$ cat src/rtl/regfile_dump_reader.sv
`default_nettype none
// ============================================================================
// Module   : regfile_dump_reader
// Purpose  : Walks an address range of the register file through a shared read
//            port and streams {addr, data} words over a valid/ready interface.
// Revision : 1.0 - initial release
// ============================================================================
module regfile_dump_reader #(
    parameter int ADDR_W = 5,
    parameter int DATA_W = 32
) (
    input  logic              clk,
    input  logic              reset,
    input  logic              start,
    input  logic              abort,
    input  logic [ADDR_W-1:0] first_reg,
    input  logic [ADDR_W-1:0] last_reg,
    output logic [ADDR_W-1:0] rd_addr,
    input  logic [DATA_W-1:0] rd_data,
    output logic              out_valid,
    input  logic              out_ready,
    output logic [ADDR_W-1:0] out_addr,
    output logic [DATA_W-1:0] out_data,
    output logic              busy,
    output logic              done
);

    typedef enum logic [1:0] {
        IDLE = 2'd0,
        WAIT = 2'd1,
        SEND = 2'd2,
        DONE = 2'd3
    } state_t;

    state_t            state;
    state_t            state_nxt;
    logic [ADDR_W-1:0] last_q;
    logic              handshake;

    assign handshake = out_valid && out_ready;

    always_comb begin
        state_nxt = state;
        case (state)
            IDLE: if (start) state_nxt = WAIT;
            WAIT: state_nxt = abort ? IDLE : SEND;
            SEND: begin
                // Abort wins over a coincident handshake: the word is dropped.
                if (abort)
                    state_nxt = IDLE;
                else if (handshake)
                    state_nxt = (rd_addr == last_q) ? DONE : WAIT;
            end
            DONE:    state_nxt = IDLE;
            default: state_nxt = IDLE;
        endcase
    end

    always_ff @(posedge clk) begin
        if (reset)
            state <= IDLE;
        else
            state <= state_nxt;
    end

    always_ff @(posedge clk) begin
        if (reset) begin
            rd_addr   <= '0;
            last_q    <= '0;
            out_valid <= 1'b0;
            out_addr  <= '0;
            out_data  <= '0;
            busy      <= 1'b0;
            done      <= 1'b0;
        end else begin
            // busy/done are flops tracking the next state so outputs stay registered.
            busy <= (state_nxt == WAIT) || (state_nxt == SEND);
            done <= (state_nxt == DONE);
            case (state)
                IDLE: begin
                    if (start) begin
                        last_q  <= last_reg;
                        rd_addr <= first_reg;
                    end
                end
                WAIT: begin
                    if (!abort) begin
                        out_data  <= rd_data;
                        out_addr  <= rd_addr;
                        out_valid <= 1'b1;
                    end
                end
                SEND: begin
                    if (abort) begin
                        out_valid <= 1'b0;
                    end else if (handshake) begin
                        out_valid <= 1'b0;
                        if (rd_addr != last_q)
                            rd_addr <= rd_addr + ADDR_W'(1);
                    end
                end
                default: ;
            endcase
        end
    end

endmodule
`default_nettype wire

$ cat config.mk
export PLATFORM = sky130hd
export DESIGN_NAME = regfile_dump_reader
export DESIGN_NICKNAME = d
export VERILOG_FILES = /design/src/rtl/regfile_dump_reader.sv
export SDC_FILE = /design/constraint.sdc
export NUM_CORES = 1
export LEC_CHECK = 0
export ABC_CLOCK_PERIOD_IN_PS = 2040
export CAP_MARGIN = 20
export CELL_PAD_IN_SITES_DETAIL_PLACEMENT = 0
export CELL_PAD_IN_SITES_GLOBAL_PLACEMENT = 1
export CORE_MARGIN = 2
export CORE_UTILIZATION = 43
export DETAILED_ROUTE_END_ITERATION = 12
export DONT_BUFFER_PORTS = 1
export PLACE_DENSITY = 0.8
export SKIP_CTS_REPAIR_TIMING = 1
export SKIP_LAST_GASP = 1
export SLEW_MARGIN = 20
export SYNTH_ARGS = -nofsm -noshare
export SYNTH_HDL_FRONTEND = slang
export SYNTH_SLANG_ARGS = --single-unit
$ cat constraint.sdc
create_clock -name clk -period 2.04 [get_ports clk]
set_clock_uncertainty 0.1 [all_clocks]
set_input_delay 0.102 -clock clk [delete_from_list [all_inputs] [get_ports clk]]
set_output_delay 0.102 -clock clk [all_outputs]
set_load 0.02 [all_outputs]
==> reports/qor.yml <==
drt-total-wl_um: 5330
drtAntennaViolNets: 0
synth_top_area_frac: 0.487
yosys.cell_count.top_type: "nand2_1"
critical_path_required_ns: 2.13
dieHeight_um: 74.5
global_route.usage.total: 0.170
async_flop_share: 0
core_mm2: 0.00475
drc: 0
rsz0062_at_grt: "no"
drv_cap: 0
reg2reg_depth: 6
slowest_stage: "or3_4"
path_class: "flip-flop to flip-flop"
status: "completed"
worstPathArrival_ns: 2.01
grt_pass1_vias: 1498
synth-edff-count: 0
rows: 25
hold_path.class: "primary input to flip-flop"
gp_congestion: 0.815
cp-end-kind: "flip-flop"
cts_buffer_depth: 2
crit_family: "simple AND/OR/NAND/NOR gates"
syn-cell-area_mm2: 0.00214
gr-total-overflow: 0
clk_root_buffer_cell: "clkbuf_8"
syn_nets: 304
syn2layout_area_growth_pct: 29.2
dieArea_mm2: 0.00555
numCtsBuffers: 5
drv_slew: 0
crit_fanout: 3
ys_warn_count: 0
cts.sinks: 52
crit_chain: "xnor2_1 -> nand3_2 -> or3_4 -> a211oi_1 -> ha_1 -> nor2b_1"
start_util: 0.450
cts_tree: "yes"
clock_latency_ns: 0.30
antenna_found_initial: 0
min_period_ns: 1.92
grt_pass1_wl_um: 7200
ys_ff_latch: 52
p_leak_nw: 1.04
grt_max_degree: 53
synthFlopType: "dfxtp_1"
synth_common_cells: "nand2_1 (81), dfxtp_1 (52), a21oi_1 (39)"
critPathMaxStageDelay_ns: 0.42
drive_gt1_frac: 0.101
routedWlPerCell_um: 14.7
via_count: 1883
synth_seq_area_share: 0.487
fin_nets: 344
synthCells: 255
die_w_um: 74.5
finalSetupTns_ns: 0
reg2reg_from: "rd_addr[1]$_SDFFE_PP0P_"
finalHoldViolCount: 0
htreeDepth: 2
ios: 92
drt_iter0_drc: 101
critical_path_buf_inv_count: 0
p_per_area_mw_per_mm2: 790
firstDrtPassIters: 4
synth_top_area_cell: "dfxtp_1"
timing.critical_path.from: "rd_addr[1]$_SDFFE_PP0P_"
synth_area_leaders: "dfxtp_1 (49%), nand2_1 (14%), a21oi_1 (9.1%), mux2i_1 (2.8%), nor2_1 (2.5%)"
post-route-period-util: 0.939
ir_drop_mv: 0.340
clk_pin_slew_ns: 0.09
cp.depth: 6
vias_per_cell: 5.19
setup_viol: 0
worst_hold_path.num_cells: 2
cp-endpoint: "busy$_SDFF_PP0_"
reg2reg_slack_ns: 0.12
relSlewSlack: 0.736
diodes: 0
hold_ws_ns: 0.000244
io_buffers: 0
avgSynthCellArea_um2: 8.39
dp_hpwl_um: 3280
worst_pin_slew_ns: 0.396
start_kind: "flip-flop"
clock.fmax_ghz: 0.522
r2r_end: "busy$_SDFF_PP0_"
ys_types: 35
-- routing by layer --
layer / track usage / vias to the layer above / part of all wire
li1: - / 930 / -
met1: 0.232 / 868 / 0.42
met2: 0.244 / 73 / 0.48
met3: 0.0664 / 12 / 0.074
met4: 0.0595 / 0 / 0.018
met5: 0 / - / 0
-- state kept, by name (all words and copies together) (netlist names) --
register / count
done: 1
out_data: 32
last_q: 5
out_addr: 5
state: 2
rd_addr: 5
out_valid: 1
busy: 1
-- placed cells by master (no fill, tap or decap) --
| cell type | n |
|---|---|
| a2111oi_4 | 1 |
| a211oi_1 | 5 |
| a21oi_1 | 39 |
| a21oi_2 | 1 |
| a22oi_1 | 2 |
| a32o_1 | 1 |
| and2_1 | 1 |
| and3_2 | 3 |
| and4b_1 | 1 |
| and4bb_2 | 1 |
| buf_16 | 1 |
| buf_4 | 8 |
| bufinv_16 | 1 |
| clkbuf_8 | 5 |
| clkinv_2 | 1 |
| dfxtp_1 | 52 |
| dlygate4sd3_1 | 40 |
| ha_1 | 2 |
| inv_1 | 3 |
| inv_8 | 1 |
| mux2i_1 | 6 |
| nand2_1 | 81 |
| nand2b_1 | 1 |
| nand3_2 | 1 |
| nor2_1 | 14 |
| nor2b_1 | 3 |
| nor3_2 | 1 |
| nor3b_1 | 2 |
| nor3b_4 | 1 |
| o211a_1 | 1 |
| o211ai_1 | 2 |
| o21ai_0 | 2 |
| o21bai_2 | 1 |
| o2bb2ai_1 | 3 |
| or3_1 | 1 |
| or3_4 | 1 |
| xnor2_1 | 2 |
| xnor2_2 | 2 |
| xor2_1 | 2 |
-- worst min-delay path by stage --
stage	startpoint	endpoint
after floorplan	abort	state[1]$_SDFF_PP0_
after global placement	abort	state[1]$_SDFF_PP0_
after detailed placement	abort	state[1]$_SDFF_PP0_
after CTS	reset	out_data[21]$_SDFFE_PP0P_
after global routing	reset	out_data[24]$_SDFFE_PP0P_
final	reset	out_data[9]$_SDFFE_PP0P_
-- stage by stage --
stage	power (W)	utilization	std cells	setup WS, ns	cell area [µm²]
6_report	0.00218	0.581	363	0.125	2760
5_1_grt	0.00229	0.581	363	0.0205	2760
4_1_cts	0.00212	0.489	322	0.120	2330
3_5_place_dp	0.00139	0.465	314	0.152	2210
3_3_place_gp	0.00139	0.465	314	0.181	2210
2_1_floorplan	0.00135	-	255	0.0440	2140
-- report_power, final --
part | total [W] | internal, W | leakage, nW | switching, W
Sequential | 0.00112 | 0.00106 | 0.423 | 0.0000659
Combinational | 0.000335 | 0.000162 | 0.552 | 0.000172
Clock | 0.000723 | 0.000372 | 0.0600 | 0.000351
-- cell type report --
class | count | area [µm²]
timing repair buffer | 49 | 488
tap | 67 | 83.8
clock inverter | 3 | 46.3
inverter | 3 | 11.3
multi-input combinational | 184 | 1020
clock buffer | 5 | 68.8
sequential | 52 | 1040
fill | 441 | 1990
-- cell families (layout without fill, tap and decap cells) --
logic type / count (synthesis) / count (layout) / share of synthesized area
mux: 6 / 6 / 0.0281
simple gates: 112 / 112 / 0.236
fa+ha+maj: 2 / 2 / 0.0117
compound gates: 58 / 58 / 0.171
buf+inv: 19 / 60 / 0.0380
xor+xnor: 6 / 6 / 0.0281
flops: 52 / 52 / 0.487
Note: power is estimated with default switching activity, not from simulation.
